`src/rtl/mem_access_pkg.sv`:
```
// Shared types and constants for the MEM-stage memory access controller.
package mem_access_pkg;

    localparam int ADDR_W_DEF = 64;
    localparam int DATA_W_DEF = 64;

    // Access sizes in bytes as presented on op_width.
    localparam logic [3:0] WIDTH_B = 4'd1;
    localparam logic [3:0] WIDTH_H = 4'd2;
    localparam logic [3:0] WIDTH_W = 4'd4;
    localparam logic [3:0] WIDTH_D = 4'd8;

    typedef enum logic [2:0] {
        IDLE,
        REQ,
        WAIT_RESP,
        DONE,
        DRAIN
    } mem_state_t;

    // Any size other than 1/2/4 is handled as a full doubleword.
    function automatic logic [3:0] norm_width(input logic [3:0] w);
        case (w)
            WIDTH_B, WIDTH_H, WIDTH_W: return w;
            default:                   return WIDTH_D;
        endcase
    endfunction

endpackage

```
`src/rtl/load_extract.sv`:
```
// Right-aligns the addressed bytes of a raw memory word, truncates to the
// access size and sign- or zero-extends the result.
module load_extract
    import mem_access_pkg::*;
#(
    parameter int DATA_W = DATA_W_DEF
) (
    input  logic [DATA_W-1:0] raw,
    input  logic [2:0]        offset,
    input  logic [3:0]        width,
    input  logic              is_unsigned,
    output logic [DATA_W-1:0] data
);

    logic [DATA_W-1:0] shifted;
    logic              fill;

    // Shift the addressed byte to lane 0, then extend from the access MSB.
    always_comb begin
        shifted = raw >> {offset, 3'b000};
        fill    = 1'b0;
        data    = shifted;
        case (width)
            WIDTH_B: begin
                fill = !is_unsigned && shifted[7];
                data = {{(DATA_W-8){fill}}, shifted[7:0]};
            end
            WIDTH_H: begin
                fill = !is_unsigned && shifted[15];
                data = {{(DATA_W-16){fill}}, shifted[15:0]};
            end
            WIDTH_W: begin
                fill = !is_unsigned && shifted[31];
                data = {{(DATA_W-32){fill}}, shifted[31:0]};
            end
            default: data = shifted;
        endcase
    end

endmodule

```
`src/rtl/mem_access_ctrl.sv`:
```
// MEM-stage memory access controller: issues one valid/ready request per
// memory instruction, collects load data and holds the pipeline until done.
// Optional build macro MEM_MISALIGN_CHECK_EN: misaligned accesses are not
// issued and are reported on access_err instead.
module mem_access_ctrl
    import mem_access_pkg::*;
#(
    parameter int ADDR_W = ADDR_W_DEF,
    parameter int DATA_W = DATA_W_DEF
) (
    input  logic              clk,
    input  logic              rstn,
    input  logic              op_valid,
    input  logic              op_we,
    input  logic [ADDR_W-1:0] op_addr,
    input  logic [3:0]        op_width,
    input  logic              op_unsigned,
    input  logic [DATA_W-1:0] op_wdata,
    input  logic [7:0]        op_wmask,
    input  logic              flush,
    output logic              mem_req_valid,
    input  logic              mem_req_ready,
    output logic              mem_req_we,
    output logic [ADDR_W-1:0] mem_req_addr,
    output logic [DATA_W-1:0] mem_req_wdata,
    output logic [7:0]        mem_req_wmask,
    input  logic              mem_resp_valid,
    input  logic [DATA_W-1:0] mem_resp_rdata,
    output logic [DATA_W-1:0] load_data,
    output logic              stall,
    output logic              access_err
);

    mem_state_t        state_reg, state_next;
    logic              we_reg;
    logic [ADDR_W-1:0] addr_reg;
    logic [3:0]        width_reg;
    logic              uns_reg;
    logic [DATA_W-1:0] wdata_reg;
    logic [7:0]        wmask_reg;
    logic [DATA_W-1:0] load_data_reg;
    logic [DATA_W-1:0] extracted;
    logic [3:0]        eff_width;
    logic              accept;
    logic              resp_take;
    logic              misalign;

    assign eff_width = norm_width(op_width);

`ifdef MEM_MISALIGN_CHECK_EN
    // Crossing the 8-byte line or not naturally aligned to the access size.
    assign misalign = (({1'b0, op_addr[2:0]} + eff_width) > 4'd8) ||
                      ((op_addr[2:0] & (eff_width[2:0] - 3'd1)) != 3'd0);
`else
    assign misalign = 1'b0;
`endif

    load_extract #(.DATA_W(DATA_W)) u_extract (
        .raw         (mem_resp_rdata),
        .offset      (addr_reg[2:0]),
        .width       (width_reg),
        .is_unsigned (uns_reg),
        .data        (extracted)
    );

    // State register.
    always_ff @(posedge clk or negedge rstn) begin
        if (!rstn) state_reg <= IDLE;
        else       state_reg <= state_next;
    end

    // Next-state logic; a handshake coinciding with flush still commits.
    always_comb begin
        state_next = state_reg;
        accept     = 1'b0;
        resp_take  = 1'b0;
        case (state_reg)
            IDLE: begin
                if (op_valid && !flush) begin
                    accept     = 1'b1;
                    state_next = misalign ? DONE : REQ;
                end
            end
            REQ: begin
                if (mem_req_ready) begin
                    if (flush) state_next = we_reg ? IDLE : DRAIN;
                    else       state_next = we_reg ? DONE : WAIT_RESP;
                end else if (flush) begin
                    state_next = IDLE;
                end
            end
            WAIT_RESP: begin
                // A response landing with flush is consumed and dropped here,
                // otherwise DRAIN would wait for a response that never comes.
                if (mem_resp_valid) begin
                    resp_take  = !flush;
                    state_next = flush ? IDLE : DONE;
                end else if (flush) begin
                    state_next = DRAIN;
                end
            end
            DONE:    state_next = IDLE;
            DRAIN:   if (mem_resp_valid) state_next = IDLE;
            default: state_next = IDLE;
        endcase
    end

    // Operation capture at acceptance and load result capture on response.
    always_ff @(posedge clk or negedge rstn) begin
        if (!rstn) begin
            we_reg        <= 1'b0;
            addr_reg      <= '0;
            width_reg     <= WIDTH_D;
            uns_reg       <= 1'b0;
            wdata_reg     <= '0;
            wmask_reg     <= '0;
            load_data_reg <= '0;
        end else begin
            if (accept) begin
                we_reg    <= op_we;
                addr_reg  <= op_addr;
                width_reg <= eff_width;
                uns_reg   <= op_unsigned;
                wdata_reg <= op_wdata;
                wmask_reg <= op_wmask;
            end
            if (resp_take) load_data_reg <= extracted;
        end
    end

`ifdef MEM_MISALIGN_CHECK_EN
    logic err_reg;
    // Error flag lives exactly for the DONE cycle of a rejected access.
    always_ff @(posedge clk or negedge rstn) begin
        if (!rstn) err_reg <= 1'b0;
        else       err_reg <= accept && misalign;
    end
    assign access_err = err_reg;
`else
    assign access_err = 1'b0;
`endif

    assign mem_req_valid = (state_reg == REQ);
    assign mem_req_we    = we_reg;
    assign mem_req_addr  = {addr_reg[ADDR_W-1:3], 3'b000};
    assign mem_req_wdata = wdata_reg;
    assign mem_req_wmask = wmask_reg;
    assign load_data     = load_data_reg;
    assign stall         = op_valid && (state_reg != DONE) && (state_reg != DRAIN);

endmodule

```
`config.mk`:
```
export PLATFORM = sky130hd
export DESIGN_NAME = mem_access_ctrl
export DESIGN_NICKNAME = d
export VERILOG_FILES = /design/src/rtl/mem_access_pkg.sv /design/src/rtl/load_extract.sv /design/src/rtl/mem_access_ctrl.sv
export SDC_FILE = /design/constraint.sdc
export NUM_CORES = 1
export LEC_CHECK = 0
export ABC_AREA = 1
export BUFFER_PORTS_ARGS = -buffer_cell sky130_fd_sc_hd__buf_2
export CAP_MARGIN = 20
export CORE_AREA = 3 3 161 163
export CTS_BUF_LIST = sky130_fd_sc_hd__clkbuf_2
export CTS_CLUSTER_DIAMETER = 200
export DETAILED_ROUTE_END_ITERATION = 6
export DIE_AREA = 0 0 164 166
export PLACE_DENSITY = 0.74
export SYNTH_ARGS = -nofsm -noshare
export SYNTH_HDL_FRONTEND = slang
export SYNTH_SLANG_ARGS = --single-unit
```
`constraint.sdc`:
```
create_clock -name clk -period 2.4 [get_ports clk]
set_input_delay 0.48 -clock clk [delete_from_list [all_inputs] [get_ports clk]]
set_output_delay 0.48 -clock clk [all_outputs]
set_load 0.02 [all_outputs]
```
==> results of run 1 <==
path summary, 6_finish.rpt:
| check | startpoint | end | cells after the start |
|---|---|---|---|
| max | state_reg[2] | width_reg[1] | 8 |
| min | op_width[3] | width_reg[2] | 4 |
| max reg2reg | state_reg[2] | width_reg[1] | 8 |
| min reg2reg | addr_reg[36] | addr_reg[36] | 2 |
| max in group asynchronous | rstn | width_reg[3] | 3 |
| min in group asynchronous | rstn | addr_reg[41] | 2 |
cell type report:
| type | instances | area, um^2 |
|---|---|---|
| Fill cell | 2174 | 9996 |
| Sequential cell | 209 | 5233 |
| Tap cell | 324 | 405.4 |
| Antenna cell | 4 | 10.01 |
| Clock inverter | 21 | 90.09 |
| Timing Repair Buffer | 584 | 3894 |
| Multi-Input combinational cell | 1049 | 4308 |
| Inverter | 45 | 171.4 |
| Clock buffer | 71 | 355.3 |
placed cells by master (no fill, tap or decap), types with 2 or more instances in the layout:
master,n
a31oi_1,10
conb_1,4
nor2_1,177
nand3_1,77
clkbuf_2,71
dfrtp_1,207
o211ai_1,14
buf_4,14
o21a_1,4
buf_2,410
clkinv_2,2
nor3_4,2
nand3_2,3
inv_1,38
nand4_1,5
o21ai_0,42
clkinv_1,17
o22ai_1,3
buf_12,10
nand2_1,673
diode_2,4
inv_2,6
dlygate4sd3_1,147
clkbuf_16,2
a21oi_1,29
critical path: cells and delay by family, from the launching register on:
| family | cells | cell delay (ns) |
|---|---|---|
| buf+inv | 3 | 0.91 |
| simple gates | 4 | 0.68 |
| flops | 1 | 0.45 |
| compound gates | 1 | 0.18 |
metal layers:
layer / up-vias / track usage / wire, um
met5: - / 0 / 0
met4: 0 / 0.1357 / 1868
met3: 126 / 0.07234 / 3374
met2: 602 / 0.4412 / 18710
met1: 5328 / 0.3568 / 15860
li1: 5440 / - / -
power by group:
part	internal [W]	switching, W	total, W
Combinational	0.00318	0.00673	0.00991
Clock	0.000814	0.00152	0.00233
Sequential	0.00518	0.00104	0.00622
per-stage QoR:
step,cells,cell area [um^2]
finish,2307,14470
CTS,2297,14370
floorplan,1450,10640
global route,2306,14460
detailed placement,2058,12450
global placement,2058,12450
cell families after synthesis:
group | count (synthesis) | share of synthesized area
compound gates | 104 | 0.05534
flops | 209 | 0.4923
simple gates | 941 | 0.3476
buf+inv | 192 | 0.1044
other cells | 1 | 0.0003529
repair_timing:
item | in CTS | in global routing
endpoints found under the setup margin | 0 | 4
setup buffers | 0 | 4
hold buffers | 147 | 0
endpoints found under the hold margin | 273 | 0
gates resized for setup | 0 | 2
==> impl_metrics.csv, run 1 <==
group,metric,value,unit
clock_tree,root_buffer,"clkbuf_2",
logic_synthesis,yosysMostFrequentCell,"nand2_1",
logic_synthesis,synth_cells,1447,
die,die_h,166,um
drt,drc_errors,0,
grt,overflow,0,
clock_tree,numClockSinks,209,
worst_setup_path,crit_path_end_kind,"flop",
timing,tns,0,ns
clock_tree,cts.clk_slew.worst_paths,0.10,ns
worst_setup_path,critPathArrivalTime,3.03,ns
logic_synthesis,netlist_top_cells_area,"dfrtp_1, nand2_1, nor2_1",
placement,port_buffers,411,
min_path,hold_class,"input pin to flop",
logic_synthesis,seq_area_frac_synth,0.4923,
die,io_pins,416,
timing,skew,0.04981,ns
logic_synthesis,async_flop_share,1.000,
timing,period_share,0.9601,
pwr,vdd_ir_drop_max,742.7,uV
clock_tree,clkLatencyLatePin,0.85,ns
logic_synthesis,syn_area,10630,um^2
timing,slew_viol_final,0,
timing,final_hold_viol_count,0,
timing,relSlewSlack,0.6103,
placement,pre_cts_ws,0.4131,ns
logic_synthesis,synth_top_area_frac,0.4898,
logic_synthesis,yosys-top-cells-count,"nand2_1, dfrtp_1, nor2_1",
drt,vias,11500,
die,fp-row-count,57,
drt,drt_iter0_drc,1028,
grt,grt_max_degree,114,
drt,routed_wl,39.81,mm
cells_and_area,drive_gt1_frac,0.2678,
drt,vias_per_cell,4.983,
worst_setup_path,cp_slowest_cell,"dlygate4sd3_1",
cells_and_area,fin_util,0.5914,
clock_tree,cts_buffers,55,
worst_setup_path,criticalPathCategory,"flop to flop",
placement,gp_congestion,0.9366,
worst_setup_path,path_cells,"nor2_1, nand2_1, nor3_4, buf_4, buf_12, nand4_1, o22ai_1, dlygate4sd3_1",
die,dieArea,27220,um^2
grt,gr-usage-all-layers,0.2796,
drt,ant_nets,0,
timing,hold_ws,0.08687,ns
grt,grt_pass1_vias,11440,
cells_and_area,final_nets,2156,
clock_tree,cts_tree,"done",
cells_and_area,syn_to_final_growth,36.14,%
logic_synthesis,ys_dominant_reg_cell,"dfrtp_1",
grt,antenna_found_initial,3,
grt,grt_pass1_wl,60.93,mm
flow_run,drv_cap,0,
worst_setup_path,crit_required,3.12,ns
worst_setup_path,rrSetupSlack,0.1,ns
timing,worstMarginPinSlew,0.5845,ns
drt,wl_per_cell,17.26,um
timing,period_minus_slack,2.304,ns
die,start_util,0.4344,
logic_synthesis,yosysTopAreaCell,"dfrtp_1",
status,status,"completed",
logic_synthesis,synth-edff-count,0,
timing,setup_violations,0,
clock_tree,htreeDepth,2,
clock_tree,cts_buffer_depth,3,
logic_synthesis,yosysWarnings,0,
timing,fin_ws,0.09566,ns
timing,max_freq,0.4340,GHz
pwr,powerDensity,1276,nW/um^2
die,core,24460,um^2
logic_synthesis,yosysUniqueCellTypes,29,
logic_synthesis,synth_area_per_cell,7.344,um^2
placement,hpwl,25.88,mm
worst_setup_path,setup.worst_path.start_class,"flop",
worst_setup_path,cpPeakStageDelay,0.58,ns
drt,firstDrtPassIters,5,
pwr,power_leakage,8.124,nW
timing,grt_setup_unrepaired,"no",
pwr,finalPower,0.01846,W
worst_setup_path,cp_max_fo,12,
die,die_width,164,um
logic_synthesis,ys_ff_latch,209,
Note: power is estimated with default switching activity, not from simulation.
==> run 2: changes to the inputs <==
ABC_AREA = unset   (was 1)
CORE_AREA = 3 3 160 162   (was 3 3 161 163)
DIE_AREA = 0 0 163 165   (was 0 0 164 166)
PLACE_DENSITY = 0.73   (was 0.74)
==> run 2 against run 1 <==
Non-clock buffer count increased by 21. Combinational power decreased by 0.8%. Sequential share of layout area decreased by 0.10 points. Critical path type is now flop to primary output. First-iteration DRC count decreased by 42%. Largest cell class unchanged. Die area decreased by 1.2%. Flip-flop and latch count unchanged. Design area increased by 0.36%.
==> impl_metrics.csv, run 2 <==
group,metric,value,unit
status,status,"completed",
clock_tree,clkLatencyLatePin,0.82,ns
logic_synthesis,yosysUniqueCellTypes,48,
die,io_pins,416,
logic_synthesis,yosysWarnings,0,
logic_synthesis,netlist_top_cells_area,"dfrtp_1, mux2_2, buf_4",
drt,ant_nets,0,
pwr,vdd_ir_drop_max,754.0,uV
logic_synthesis,syn_area,10280,um^2
drt,vias,9128,
clock_tree,root_buffer,"clkbuf_2",
worst_setup_path,cp_max_fo,2,
placement,port_buffers,411,
timing,grt_setup_unrepaired,"yes",
timing,final_hold_viol_count,0,
die,fp-row-count,57,
drt,firstDrtPassIters,5,
min_path,hold_class,"input pin to flop",
logic_synthesis,synth_top_area_frac,0.5061,
cells_and_area,final_cell_mix,"buf_2, dfrtp_1, mux2_2",
grt,grt_max_degree,80,
pwr,powerDensity,1306,nW/um^2
timing,skew,0.07588,ns
timing,setup_violations,0,
grt,antenna_found_initial,2,
die,die_h,165,um
timing,worstMarginPinSlew,0.6655,ns
cells_and_area,seqCellArea,5236,um^2
clock_tree,cts_tree,"done",
logic_synthesis,synth-edff-count,0,
grt,grt_pass1_vias,9914,
pwr,sequentialPowerShare,0.339,
logic_synthesis,synth_area_per_cell,11.70,um^2
clock_tree,cts_buffer_depth,3,
cells_and_area,final_nets,1628,
die,core,24250,um^2
drt,drc_errors,0,
die,start_util,0.4241,
cells_and_area,multi_input_area,4330,um^2
pwr,clock_power_share,0.143,
placement,gp_congestion,0.9531,
drt,vias_per_cell,5.125,
cells_and_area,fillCellCount,1966,
pwr,p_comb_frac,0.518,
worst_setup_path,critPathArrivalTime,1.82,ns
timing,max_freq,0.4339,GHz
logic_synthesis,yosysMostFrequentCell,"dfrtp_1",
grt,gr-usage-all-layers,0.2520,
pwr,finalPower,0.01896,W
logic_synthesis,ys_dominant_reg_cell,"dfrtp_1",
worst_setup_path,criticalPathCategory,"flop to primary output",
clock_tree,cts_buffers,54,
pwr,p_int,0.01057,W
timing,period_share,0.9603,
worst_setup_path,crit_path_end_kind,"primary output",
timing,hold_ws,0.07877,ns
drt,routed_wl,34.82,mm
cells_and_area,layout_commonest_cell,"buf_2",
die,dieArea,26900,um^2
logic_synthesis,ys_ff_latch,209,
pwr,p_sw,0.008385,W
logic_synthesis,synth_cells,879,
timing,relSlewSlack,0.5563,
pwr,p_sw_frac,0.4423,
cells_and_area,syn_to_final_growth,41.17,%
cells_and_area,drive_gt1_frac,0.5014,
timing,period_minus_slack,2.305,ns
logic_synthesis,yosysTopAreaCell,"dfrtp_1",
grt,grt_pass1_wl,53.01,mm
clock_tree,cts.clk_slew.worst_paths,0.12,ns
worst_setup_path,setup.worst_path.start_class,"flop",
flow_run,drv_cap,0,
grt,overflow,0,
worst_setup_path,crit_required,1.92,ns
pwr,power_leakage,7.075,nW
timing,slew_viol_final,0,
logic_synthesis,seq_area_frac_synth,0.5086,
placement,hpwl,23.76,mm
logic_synthesis,yosys-top-cells-count,"dfrtp_1, mux2_2, buf_4, nor2_1, o21ai_0",
clock_tree,htreeDepth,2,
clock_tree,numClockSinks,209,
drt,wl_per_cell,19.55,um
logic_synthesis,async_flop_share,1.000,
drt,drt_iter0_drc,601,
die,die_width,163,um
run 2: worst paths after layout:
kind	from	to	slack [ns]	cells past startpoint
setup / recovery	state_reg[1]	stall	0.1	4
hold reg to reg	addr_reg[49]	addr_reg[49]	0.51	1
max in group asynchronous	rstn	addr_reg[3]	1.36	3
hold / removal	mem_resp_rdata[60]	load_data[60]	0.08	3
setup reg to reg	addr_reg[0]	load_data[2]	0.24	5
min in group asynchronous	rstn	load_data[0]	0.26	2
run 2: layout make-up:
cell class | count | share of cell area
sequential | 209 | 0.3607
multi-input combinational | 544 | 0.2983
timing repair buffer | 605 | 0.2753
clock buffer | 81 | 0.02792
tap | 324 | 0.02792
clock inverter | 13 | 0.008876
inverter | 2 | 0.0005171
antenna | 3 | 0.0005171
run 2: worst max-delay path, stage by stage (launching register included):
cell and delay (ns):
dfrtp_2 0.43, or2_4 0.26, a21oi_2 0.13, nor2b_1 0.06, buf_4 0.16
run 2: logic make-up (layout without fill, tap and decap cells):
kind of cell	Yosys count	in the layout	share of synthesized area
other	1	7	0.0003646
buffers and inverters	129	701	0.07567
DFF	209	209	0.5086
and+or+nand+nor	159	159	0.07421
muxes	213	213	0.2343
xor gates and xnor gates	3	3	0.002555
AOI/OAI and AO/OA	165	165	0.1043
run 2: repair_timing:
| action | CTS | global route |
|---|---|---|
| hold buffers | 151 | 0 |
| endpoints found under the setup margin | 1 | 3 |
| resized for setup | 10 | 1 |
| endpoints found under the hold margin | 219 | 0 |
| buffers inserted | 5 | 0 |
| pin swaps | 2 | 1 |
run 2: layer usage:
metal | track usage | wire, um | vias up
li1 | - | - | 4155
met1 | 0.2879 | 12830 | 4440
met2 | 0.4424 | 17880 | 436
met3 | 0.07148 | 2858 | 97
met4 | 0.1080 | 1247 | 0
met5 | 0 | 0 | -
run 2: power by group through the flow:
stage	Clock, W	Sequential (W)	Combinational, W
floorplan	0	0.00753	0.00552
global placement	0	0.00631	0.00928
detailed placement	0	0.00638	0.00943
CTS	0.00277	0.00632	0.00975
global route	0.00299	0.00661	0.0105
finish	0.00271	0.00642	0.00983
run 2: through the flow:
step | setup TNS (ns) | instances | setup slack [ns] | utilization | cell area, um^2
floorplan | 0 | 882 | 0.4223 | - | 10300
global placement | 0 | 1528 | 0.2686 | 0.5110 | 12390
detailed placement | 0 | 1528 | 0.1901 | 0.5110 | 12390
CTS | -0.02562 | 1778 | -0.02160 | 0.5984 | 14510
global route | -0.1472 | 1780 | -0.07869 | 0.5987 | 14520
finish | 0 | 1781 | 0.09537 | 0.5988 | 14520
